## src/rtl/dmem_arbiter.sv

```systemverilog
// dmem_arbiter: two-port valid/ready arbiter in front of the single-port data memory.
// Define DMEM_ARB_RR_EN for round-robin instead of fixed priority with port-1 starvation guard.
module dmem_arbiter #(
  parameter int ADDR_WIDTH = 32,
  parameter int DATA_WIDTH = 32,
  parameter int MAX_WAIT   = 4
) (
  input  logic                  clk_in,
  input  logic                  rst_in,
  input  logic                  req0_valid_in,
  output logic                  req0_ready_out,
  input  logic                  req0_we_in,
  input  logic                  req0_mode_in,
  input  logic [ADDR_WIDTH-1:0] req0_addr_in,
  input  logic [DATA_WIDTH-1:0] req0_wdata_in,
  output logic                  rsp0_valid_out,
  output logic [DATA_WIDTH-1:0] rsp0_rdata_out,
  input  logic                  req1_valid_in,
  output logic                  req1_ready_out,
  input  logic                  req1_we_in,
  input  logic                  req1_mode_in,
  input  logic [ADDR_WIDTH-1:0] req1_addr_in,
  input  logic [DATA_WIDTH-1:0] req1_wdata_in,
  output logic                  rsp1_valid_out,
  output logic [DATA_WIDTH-1:0] rsp1_rdata_out,
  output logic [ADDR_WIDTH-1:0] mem_a_out,
  output logic                  mem_we_out,
  output logic                  mem_mode_out,
  output logic [DATA_WIDTH-1:0] mem_wd_out,
  input  logic [DATA_WIDTH-1:0] mem_rd_in
);
  typedef enum logic [1:0] {IDLE, ACCESS, RESP} state_t;
  state_t state, state_nx;
  logic port_q, we_q, mode_q, gnt0, gnt1, idle, access;
  logic [ADDR_WIDTH-1:0] addr_q;
  logic [DATA_WIDTH-1:0] wdata_q, rd0_q, rd1_q;
`ifdef DMEM_ARB_RR_EN
  logic ptr;
  assign gnt0 = req0_valid_in && (!req1_valid_in || !ptr);
`else
  logic [3:0] wait1;
  assign gnt0 = req0_valid_in && !(req1_valid_in && wait1 == 4'(MAX_WAIT));
`endif
  assign gnt1 = req1_valid_in && !gnt0;
  assign idle = state == IDLE;
  assign access = state == ACCESS;
  assign req0_ready_out = idle && gnt0;
  assign req1_ready_out = idle && gnt1;
  assign rsp0_valid_out = state == RESP && !port_q;
  assign rsp1_valid_out = state == RESP && port_q;
  assign rsp0_rdata_out = rd0_q;
  assign rsp1_rdata_out = rd1_q;
  assign mem_a_out = access ? addr_q : '0;
  assign mem_we_out = access && we_q;
  assign mem_mode_out = access && mode_q;
  assign mem_wd_out = access ? wdata_q : '0;
  always_comb begin
    state_nx = IDLE;
    state_nx = idle ? ((gnt0 || gnt1) ? ACCESS : IDLE) : access ? RESP : IDLE;
  end
  always_ff @(posedge clk_in) begin
    if (!rst_in) begin
      state <= IDLE;
      port_q <= 1'b0;
      we_q <= 1'b0;
      mode_q <= 1'b0;
      addr_q <= '0;
      wdata_q <= '0;
      rd0_q <= '0;
      rd1_q <= '0;
`ifdef DMEM_ARB_RR_EN
      ptr <= 1'b0;
`else
      wait1 <= 4'd0;
`endif
    end else begin
      state <= state_nx;
      if (idle && (gnt0 || gnt1)) begin
        port_q <= gnt1;
        we_q <= gnt1 ? req1_we_in : req0_we_in;
        mode_q <= gnt1 ? req1_mode_in : req0_mode_in;
        addr_q <= gnt1 ? req1_addr_in : req0_addr_in;
        wdata_q <= gnt1 ? req1_wdata_in : req0_wdata_in;
      end
      // writes return zero so the response doubles as a write acknowledge
      if (access && !port_q) rd0_q <= we_q ? '0 : mem_rd_in;
      if (access && port_q) rd1_q <= we_q ? '0 : mem_rd_in;
`ifdef DMEM_ARB_RR_EN
      if (req0_ready_out || req1_ready_out) ptr <= req0_ready_out;
`else
      if (req1_ready_out) wait1 <= 4'd0;
      else if (req0_ready_out && req1_valid_in && wait1 != 4'(MAX_WAIT)) wait1 <= wait1 + 4'd1;
`endif
    end
  end
endmodule

```

## config.mk

```make
export PLATFORM = sky130hd
export DESIGN_NAME = dmem_arbiter
export DESIGN_NICKNAME = d
export VERILOG_FILES = /design/src/rtl/dmem_arbiter.sv
export SDC_FILE = /design/constraint.sdc
export NUM_CORES = 1
export LEC_CHECK = 0
export CAP_MARGIN = 20
export CORE_ASPECT_RATIO = 0.9
export CORE_MARGIN = 5
export CORE_UTILIZATION = 35
export CTS_CLUSTER_SIZE = 40
export DETAILED_ROUTE_END_ITERATION = 8
export PLACE_DENSITY = 0.71
export SYNTH_ARGS = -nofsm -noshare
export SYNTH_HDL_FRONTEND = slang
export SYNTH_SLANG_ARGS = --single-unit
```

## constraint.sdc

```tcl
create_clock -name clk_in -period 1.81 [get_ports clk_in]
set_clock_uncertainty 0.05 [all_clocks]
set_input_delay 0.181 -clock clk_in [delete_from_list [all_inputs] [get_ports clk_in]]
set_output_delay 0.181 -clock clk_in [all_outputs]
set_load 0.005 [all_outputs]
```

==> summary.md, run 1 <==
| Metric | Value |
|---|---|
| CTS buffer count | `17` |
| Die Y | `144 µm` |
| Starting Density | `35.4%` |
| Setup total negative slack | `-376 ps` |
| TritonCTS Sinks | `~140` |
| Nature of the critical path endpoint | `output port` |
| Setup CP Type | `register to output port` |
| Yosys reg bits | `between 100 and 150` |
| Reg-to-Reg Start | `wait1[0]$_SDFFE_PP0P_` |
| Antenna Nets Post-Route | `0` |
| Worst skew pair latency | `420 ps` |
| Met2 wire len | `11500 µm` |
| Post-DP HPWL | `16200 µm` |
| Clock Tree Buf Depth | `2` |
| Vias/cell | `5.20` |
| Largest area contributor in the netlist | `dfxtp_1` |
| Vias in the first global route | `6965` |
| Mapped Cells | `a little over 800` |
| Post-Syn Nets | `993` |
| FP Rows | `49` |
| Clock Tree Root | `clkbuf_16` |
| Worst EP arrival | `1700 ps` |
| Post-CTS Hold Buffers | `0` |
| Detailed Route Iter0 Violations | `358` |
| Max-cap viol count | `0` |
| First-pass GRT wire length | `between 30000 and 40000 µm` |
| Syn Std Cell Area | `7000 µm²` |
| Placed cell area | `between 10000 and 15000 µm²` |
| Design area | `~11000 µm²` |
| Final RePlAce weighted congestion | `0.821` |
| Total track usage | `a little over 20%` |
| Final min period | `slightly below 2000 ps` |
| Initial antenna violation count | `1` |
| P_int | `approximately 6.7 mW` |
| Die W | `159 µm` |
| Largest net degree at the start of global routing | `69` |
| Gr ovfl total | `0` |
| Synth-to-Final Area Change | `59.2%` |
| WL met3 | `between 2000 and 2500 µm` |
| Hold Path Depth | `3` |
| FFs w/ async S/R, synth | `0%` |
| Die area | `22900 µm²` |
| Worst-path clk slew | `roughly 60 ps` |
| CP max FO | `4` |
| EDFF count, synth | `0` |
| Synth area leaders | `dfxtp_1, o311a_1, a21o_1` |
| Drt first pass iters | `6` |
| Via count | `7127` |
| Switching share of power | `26.2%` |
| Total wire length | `24900 µm` |
| Endpoints failing setup | `9` |
| Nets | `approximately 1300` |
| Reg-to-reg endpoint | `addr_q[15]$_SDFFE_PN0P_` |
| Worst VDD drop | `around 0.00070 V` |
| Final Cycle Share | `107%` |
| Distinct cells, synth | `39` |
| Final setup margin | `-124 ps` |
| Max Freq | `0.517 GHz` |
| Hold Violations, Final | `0` |
| Leak | `4.84 nW` |
| Primary FF master, synth | `dfxtp_1` |
| Wire length on met1 | `approximately 11000 µm` |
| Port Buffers | `301` |
| Failing checks | `negative setup slack` |
| Setup WS pre-CTS | `-134 ps` |
| Seq pwr share | `36.7%` |
| I/O pins | `302` |
| Top Layer Used | `met5` |
| Unrepaired setup endpoints after global routing | `true` |
| Power per cell area | `820 nW/µm²` |
| Overall Power | `a little over 9 mW` |
| Fraction of layout cells with a size suffix above 1 | `17.5%` |
| Hold WS | `183 ps` |
| Sequential fraction of the synthesis area | `39.2%` |
| Reg2Reg Depth | `7` |
| Worst R2R Setup Slack | `between 100 and 150 ps` |
| Hold Path Origin | `rst_in` |
| Core area | `19800 µm²` |
| Worst-Margin Slew | `roughly 570 ps` |
| Switching Power | `about 2.4 mW` |
| Hold-critical path endpoint | `state[0]$_SDFF_PN0_` |
| Critical path required time | `1580 ps` |
| Element type at the critical path start | `register` |
| Synth top area share | `39.2%` |
| Status | `finished with violations` |
| WL per Instance | `18.2 µm` |
| Headroom to the max-slew limit | `between 60 and 70%` |
| DRC viols | `0` |
| Hold Crit Class | `primary input to register` |
| Final slew viol count | `0` |
| CTS tree | `yes` |
| Clock Power Share | `42.0%` |
| Warnings from Yosys | `0` |
| H-tree depth | `4` |
| Average size of a mapped cell | `8.51 µm²` |
| Combinational share of power | `a little over a fifth` |
==> cells in the mapped netlist (2+ instances only) <==
cell      instances
a211oi_1          2
a21boi_0         64
a21boi_1          3
a21o_1           66
a21oi_1          65
and2_1           67
and3_1           67
and3b_1           3
buf_2            15
buf_4             2
buf_6            12
clkbuf_1         62
dfxtp_1         137
ha_1              2
inv_1             3
nand2_1         128
nand3_1           3
nand3b_1          2
nor2b_1          33
o21ai_0           3
o311a_1          66
==> final cells by class <==
type                       count  area, µm²
sequential                   137       2750
tap                          255        319
timing repair buffer         351       3530
clock buffer                  18        429
inverter                       4       15.0
multi-input combinational    591       3890
fill                        1831       8660
clock inverter                14        210
antenna                        1       2.50
==> state kept, by name, indices dropped and copies added, names as in the netlist <==
name            cells
we_q                1
wdata_q            32
mode_q              1
addr_q             32
rsp0_rdata_out     32
port_q              1
state               2
wait1               4
rsp1_rdata_out     32
==> timing repair <==
action / in CTS / in global routing
setup endpoints to repair: 70 / 73
gates cloned: 6 / 1
setup buffers: 10 / 4
pin swaps: 14 / 10
gates resized for setup: 246 / 79
==> worst max-delay path, stage by stage, from the launching register on <==
cell	delay (ps)
dfxtp_2	320
nor2b_4	130
buf_12	120
buf_12	120
buf_8	120
buf_16	130
buf_6	110
and2_4	130
buf_6	100
==> power groups by stage <==
stage	Clock, mW	Sequential, mW	Combinational, mW
6_report	3.84	3.35	1.95
3_5_place_dp	0	3.41	1.82
3_3_place_gp	0	3.40	1.81
5_1_grt	4.06	3.38	2.11
2_1_floorplan	0	3.40	0.925
4_1_cts	3.92	3.35	1.95
==> how the worst max path moves through the flow <==
stage	from	to
3_3_place_gp	req1_valid_in	addr_q[30]$_SDFFE_PN0P_
3_5_place_dp	req1_valid_in	addr_q[15]$_SDFFE_PN0P_
5_1_grt	state[0]$_SDFF_PN0_	mem_wd_out[29]
2_1_floorplan	wait1[0]$_SDFFE_PP0P_	wait1[3]$_SDFFE_PP0P_
6_report	state[0]$_SDFF_PN0_	mem_wd_out[29]
4_1_cts	state[0]$_SDFF_PN0_	mem_wd_out[29]
==> metrics by stage <==
step	instances	utilization, %
2_1_floorplan	823	-
3_3_place_gp	1323	52.2
3_5_place_dp	1323	52.2
4_1_cts	1370	56.4
5_1_grt	1370	56.3
6_report	1371	56.3
==> metal layers <==
metal  vias up  track usage [%]
li1       3468                -
met1      3352             25.9
met2       271             33.1
met3        34             8.72
met4         2             5.75
met5         -                0
==> logic make-up (layout without fill, tap and decap cells) <==
family | after synthesis | after routing | synth area share, %
other | 0 | 1 | 0
buffers and inverters | 95 | 387 | 6.76
adder cells (fa/ha/maj) | 2 | 2 | 0.357
AND/OR/NAND/NOR | 316 | 316 | 24.3
AO/OA/AOI/OAI | 273 | 273 | 29.4
flip-flops | 137 | 137 | 39.2
==> cells in the final DEF (no fill, tap or decap), drive strengths merged, types with 2 or more instances in the layout <==
master and count:
and3b 3, a21oi 65, buf 94, nor3b 2, and2 67, nand2 129
and3 67, a21o 66, a21boi 68, clkdlybuf4s50 230, dlygate4sd2 2, o311a 66
bufinv 4, nor2 2, o21ai 3, inv 12, ha 2, a211oi 3
clkbuf 42, dfxtp 137, nand3b 2, nor2b 33, nand3 3
Power figures use the tool's default switching activity.
==> inputs of run 2 (changes only) <==
Settings changed: CORE_MARGIN 5 to unset, PLACE_DENSITY 0.71 to 0.68.
Clock period 1.81 ns to 2 ns, I/O delays scaled along.
==> run 2 against run 1 <==
Net effect:
- the flow still finishes with violations (negative setup slack)
- largest power group unchanged
- non-clock buffer count shrank 9
- setup slack gained 68 ps
- critical path depth shrank 3
- final cell count shrank 1.1%
- clock power shrank 16%
- wire length shrank 4.9%
- via count shrank 1.8%
- critical endpoint unchanged
- sequential power shrank 9.6%
- utilization grew 0.82 points
- die area shrank 10%
- sequential share of layout area grew 0.18 points
==> summary.md, run 2 (synthesized netlist as in run 1, its figures left out) <==
| Metric | Value |
|---|---|
| Worst VDD drop | `0.000488 V` |
| Drt first pass iters | `4` |
| Vias/cell | `between 5 and 6` |
| Largest net degree at the start of global routing | `80` |
| Clock Tree Buf Depth | `2` |
| Via count | `6998` |
| Starting Density | `a little over a third` |
| Design area | `11100 µm²` |
| Worst-Margin Slew | `502 ps` |
| Fin cells | `1356` |
| TritonCTS Sinks | `137` |
| H-tree depth | `4` |
| Nature of the critical path endpoint | `output port` |
| Post-DP HPWL | `~15000 µm` |
| Power per cell area | `716 nW/µm²` |
| Core area | `19400 µm²` |
| Critical path required time | `approximately 1800 ps` |
| FP Rows | `48` |
| CTS tree | `yes` |
| Status | `finished with violations` |
| Final setup margin | `-55.6 ps` |
| Placed cell area | `10200 µm²` |
| Leak | `around 5.2 nW` |
| Worst skew pair latency | `410 ps` |
| Vias in the first global route | `6495` |
| Clock Tree Root | `clkbuf_16` |
| Die Y | `136 µm` |
| Commonest non-fill, non-tap cells in the layout | `clkdlybuf4s50_1, dfxtp_1, nand2_1` |
| Headroom to the max-slew limit | `66.5%` |
| DRC viols | `0` |
| Total wire length | `23700 µm` |
| First-pass GRT wire length | `35300 µm` |
| Port Buffers | `301` |
| Setup total negative slack | `-164 ps` |
| CP max FO | `11` |
| Commonest non-fill, non-tap cell in the layout | `clkdlybuf4s50_1` |
| Nets | `1263` |
| Failing checks | `negative setup slack` |
| I/O pins | `roughly 300` |
| Setup CP Type | `register to output port` |
| Synth-to-Final Area Change | `58.2%` |
| Hold Violations, Final | `0` |
| Worst-path clk slew | `about 60 ps` |
| Total track usage | `22.1%` |
| CTS buffer count | `17` |
| Endpoints failing setup | `3` |
| Final slew viol count | `0` |
| Final min period | `2060 ps` |
| Die area | `20600 µm²` |
| Final Cycle Share | `103%` |
| Final RePlAce weighted congestion | `approximately 0.78` |
| Gr ovfl total | `0` |
| Unrepaired setup endpoints after global routing | `true` |
| Element type at the critical path start | `register` |
| Hold Crit Class | `primary input to register` |
| Die W | `approximately 150 µm` |
| Fraction of layout cells with a size suffix above 1 | `9.86%` |
| Antenna Nets Post-Route | `0` |
| Initial antenna violation count | `0` |
| Hold WS | `around 130 ps` |
| Ant. Diodes | `0` |
| WL per Instance | `~17 µm` |
| Detailed Route Iter0 Violations | `318` |
| Max Freq | `0.486 GHz` |
| Worst EP arrival | `1810 ps` |
| Max-cap viol count | `0` |
| Placed instance count | `1308` |
-- run 2: changes by cell type in the layout (fill, tap and decap cells not counted), moves of 4 or more --
cell / previous run / this run
buf_16: 4 / 0
dlygate4sd2_1: 2 / 14
clkdlybuf4s15_1: 1 / 9
and2_4: 27 / 8
dlymetal6s2s_1: 0 / 33
and2_1: 40 / 59
buf_12: 17 / 13
clkbuf_2: 23 / 11
buf_6: 26 / 0
buf_2: 21 / 1
-- run 2: worst max-delay path: stages (launching register included) --
cell             delay [ps]
dfxtp_4                 350
nor2b_4                 140
buf_4                   150
clkbuf_16               150
and2_1                  120
clkdlybuf4s50_1         490
-- run 2: cell type report --
type / count / area, µm²
Inverter: 4 / 15.0
Sequential cell: 137 / 2750
Clock inverter: 13 / 156
Fill cell: 1813 / 8320
Tap cell: 250 / 313
Multi-Input combinational cell: 591 / 3840
Clock buffer: 19 / 443
Timing Repair Buffer: 342 / 3560
-- run 2: per-stage QoR --
step / util, % / power, mW / setup WS [ps]
after global routing: 57.1 / 8.30 / -112
after CTS: 55.8 / 7.94 / -116
after floorplan: - / 3.91 / 318
after detailed placement: 52.7 / 4.71 / -18.0
after global placement: 52.7 / 4.70 / -26.8
final: 57.1 / 7.94 / -55.6
-- run 2: routing by layer --
| layer | wire, µm | global-route usage [%] | vias up |
|---|---|---|---|
| met2 | 11000 | 36.2 | 260 |
| met5 | 0 | 0 | - |
| li1 | - | - | 3450 |
| met3 | 1900 | 6.44 | 17 |
| met4 | 292 | 6.50 | 0 |
| met1 | 10500 | 28.0 | 3271 |
-- run 2: what timing repair did --
| item | in CTS | in global routing |
|---|---|---|
| endpoints found under the setup margin | 70 | 39 |
| cloned | 0 | 4 |
| setup buffers | 1 | 11 |
| gates resized for setup | 42 | 70 |
| hold buffers | 0 | 0 |
| pin swaps | 1 | 0 |
-- run 2: final timing paths --
check	from	end	slack, ps	cells after the start
setup / recovery	state[1]$_SDFF_PP0_	mem_wd_out[29]	-60	5
hold / removal	rst_in	state[0]$_SDFF_PN0_	130	3
setup reg to reg	wait1[1]$_SDFFE_PP0P_	addr_q[12]$_SDFFE_PN0P_	170	7
hold reg to reg	rsp0_rdata_out[13]$_SDFFE_PN0P_	rsp0_rdata_out[13]$_SDFFE_PN0P_	400	2
-- run 2: where the power goes --
part / internal (mW) / switching (mW)
Sequential: 2.94 / 0.0967
Combinational: 0.981 / 0.699
Clock: 1.91 / 1.32
Total: 5.82 / 2.11
==> inputs of run 3 (changes only) <==
Settings changed: CORE_MARGIN set to 1.
Clock period 2 ns to 2.7 ns, I/O delays scaled along.
==> run 3 against run 2 <==
Net effect:
- design area shrank 3.2%
- sequential share of layout area grew 0.74 points
- the run now ends clean
- register-to-register slack gained 500 ps
- sequential power shrank 26%
- critical path type unchanged
- critical endpoint is now req1_ready_out
==> summary.md, run 3 (synthesized netlist as in run 1, its figures left out) <==
| Metric | Value |
|---|---|
| Status | `finished clean` |
| Starting Density | `36.1%` |
| DRC viols | `0` |
| Clock Power Share | `43.5%` |
| Final RePlAce weighted congestion | `0.759` |
| Clock Tree Root | `clkbuf_16` |
| Headroom to the max-slew limit | `45.1%` |
| Hold Violations, Final | `0` |
| Placed cell area | `slightly above 10000 µm²` |
| Initial antenna violation count | `0` |
| Wire length on met1 | `9920 µm` |
| Detailed Route Iter0 Violations | `258` |
| Antenna Nets Post-Route | `0` |
| Vias in the first global route | `6467` |
| Gr ovfl total | `0` |
| FP Rows | `48` |
| CTS buffer count | `17` |
| Final Cycle Share | `between 90 and 100%` |
| Fin cells | `about 1300` |
| Total wire length | `22900 µm` |
| Overall Power | `6.02 mW` |
| Endpoints failing setup | `0` |
| Worst EP arrival | `around 2200 ps` |
| Switching Power | `1.55 mW` |
| Worst R2R Setup Slack | `approximately 670 ps` |
| Setup total negative slack | `0 ps` |
| Post-DP HPWL | `14600 µm` |
| Final min period | `2530 ps` |
| Met2 wire len | `10500 µm` |
| First-pass GRT wire length | `roughly 35000 µm` |
| Vias/cell | `5.16` |
| Commonest non-fill, non-tap cell in the layout | `clkdlybuf4s50_1` |
| Design area | `10700 µm²` |
| CP max FO | `12` |
| Top Layer Used | `met4` |
| Seq pwr share | `37.3%` |
| Nature of the critical path endpoint | `output port` |
| Largest net degree at the start of global routing | `133` |
| Core area | `19400 µm²` |
| TritonCTS Sinks | `137` |
| Worst VDD drop | `approximately 0.00037 V` |
| Post-CTS setup buffers | `0` |
| Final slew viol count | `0` |
| Max-cap viol count | `0` |
| Via count | `6872` |
| Die Y | `136 µm` |
| I/O pins | `302` |
| Clock Tree Buf Depth | `2` |
| Nets | `1239` |
| Element type at the critical path start | `register` |
| Switching share of power | `approximately 26%` |
| Max Freq | `0.395 GHz` |
| Power per cell area | `around 560 nW/µm²` |
| WL per Instance | `approximately 17 µm` |
| Combinational share of power | `19.2%` |
| Hold Crit Class | `primary input to register` |
| Total track usage | `about 22%` |
| Die area | `between 20000 and 25000 µm²` |
| Multi-input gate area | `3820 µm²` |
| Leak | `4.41 nW` |
| Drt first pass iters | `4` |
| FF+latch area | `2740 µm²` |
| Post-CTS Hold Buffers | `0` |
| Filler cell count | `approximately 1800` |
| Unrepaired setup endpoints after global routing | `false` |
| Critical path required time | `2380 ps` |
| WL met3 | `2160 µm` |
| Worst-Margin Slew | `823 ps` |
| CTS tree | `yes` |
| Ant. Diodes | `0` |
| Setup CP Type | `register to output port` |
| Hold WS | `259 ps` |
| Placed instance count | `1300` |
| Commonest non-fill, non-tap cells in the layout | `clkdlybuf4s50_1, dfxtp_1, nand2_1` |
| Port Buffers | `301` |
| H-tree depth | `4` |
| Worst skew pair latency | `between 400 and 500 ps` |
| P_int | `4.47 mW` |
| Fraction of layout cells with a size suffix above 1 | `under 10%` |
| Worst-path clk slew | `60 ps` |
| Synth-to-Final Area Change | `53.2%` |
| Die W | `151 µm` |
run 3: changes by cell type in the layout (fill, tap and decap cells not counted), sizes merged:
cell / delta
clkdlybuf4s50: +67
dlymetal6s2s: -33
buf: -20
clkbuf: -15
dlygate4sd2: -14
clkdlybuf4s15: -9
clkinv: -3
bufinv: +2
inv: +1
run 3: metrics by stage:
stage	util (%)	worst slack [ps]
after detailed placement	51.9	296
after global placement	51.9	299
after CTS	55.3	54.6
after floorplan	-	1020
after global routing	55.3	15.8
final	55.3	169
run 3: path summary, 6_finish.rpt:
path / endpoint / startpoint / depth (start not counted)
max: req1_ready_out / wait1[0]$_SDFFE_PP0P_ / 5
min: state[0]$_SDFF_PN0_ / rst_in / 3
max reg2reg: mode_q$_SDFFE_PN0P_ / wait1[0]$_SDFFE_PP0P_ / 6
min reg2reg: rsp1_rdata_out[13]$_SDFFE_PN0P_ / rsp1_rdata_out[13]$_SDFFE_PN0P_ / 2
run 3: power by group through the flow:
| stage | Sequential [mW] | Combinational, mW | Clock, mW |
|---|---|---|---|
| 2_1_floorplan | 2.28 | 0.620 | 0 |
| 3_3_place_gp | 2.28 | 1.16 | 0 |
| 3_5_place_dp | 2.29 | 1.16 | 0 |
| 4_1_cts | 2.25 | 1.17 | 2.67 |
| 5_1_grt | 2.27 | 1.26 | 2.75 |
| 6_report | 2.25 | 1.16 | 2.62 |
run 3: repair_timing:
action                                  in CTS  in global routing
gates resized for setup                      0                  1
hold endpoints to repair                     0                  0
endpoints found under the setup margin       0                  1
run 3: layer usage:
layer	vias to the layer above	GRT usage, %
met3	22	7.45
met1	3191	27.1
met5	-	0
met2	262	35.9
li1	3397	-
met4	0	6.61
run 3: cell type report:
type                    count  share of cell area, %
repair buffers            318                   29.7
inverters                   4                  0.140
clock buffers              19                   4.22
well taps                 250                   2.92
multi-input cells         591                   35.6
flip-flops and latches    137                   25.6
clock inverters            13                   1.89
run 3: worst max-delay path, cell delays in order (launching register included):
cell and delay (ps):
dfxtp_1 340, inv_1 80, ha_1 270, nand4b_4 250, a21boi_4 290, clkdlybuf4s50_1 560
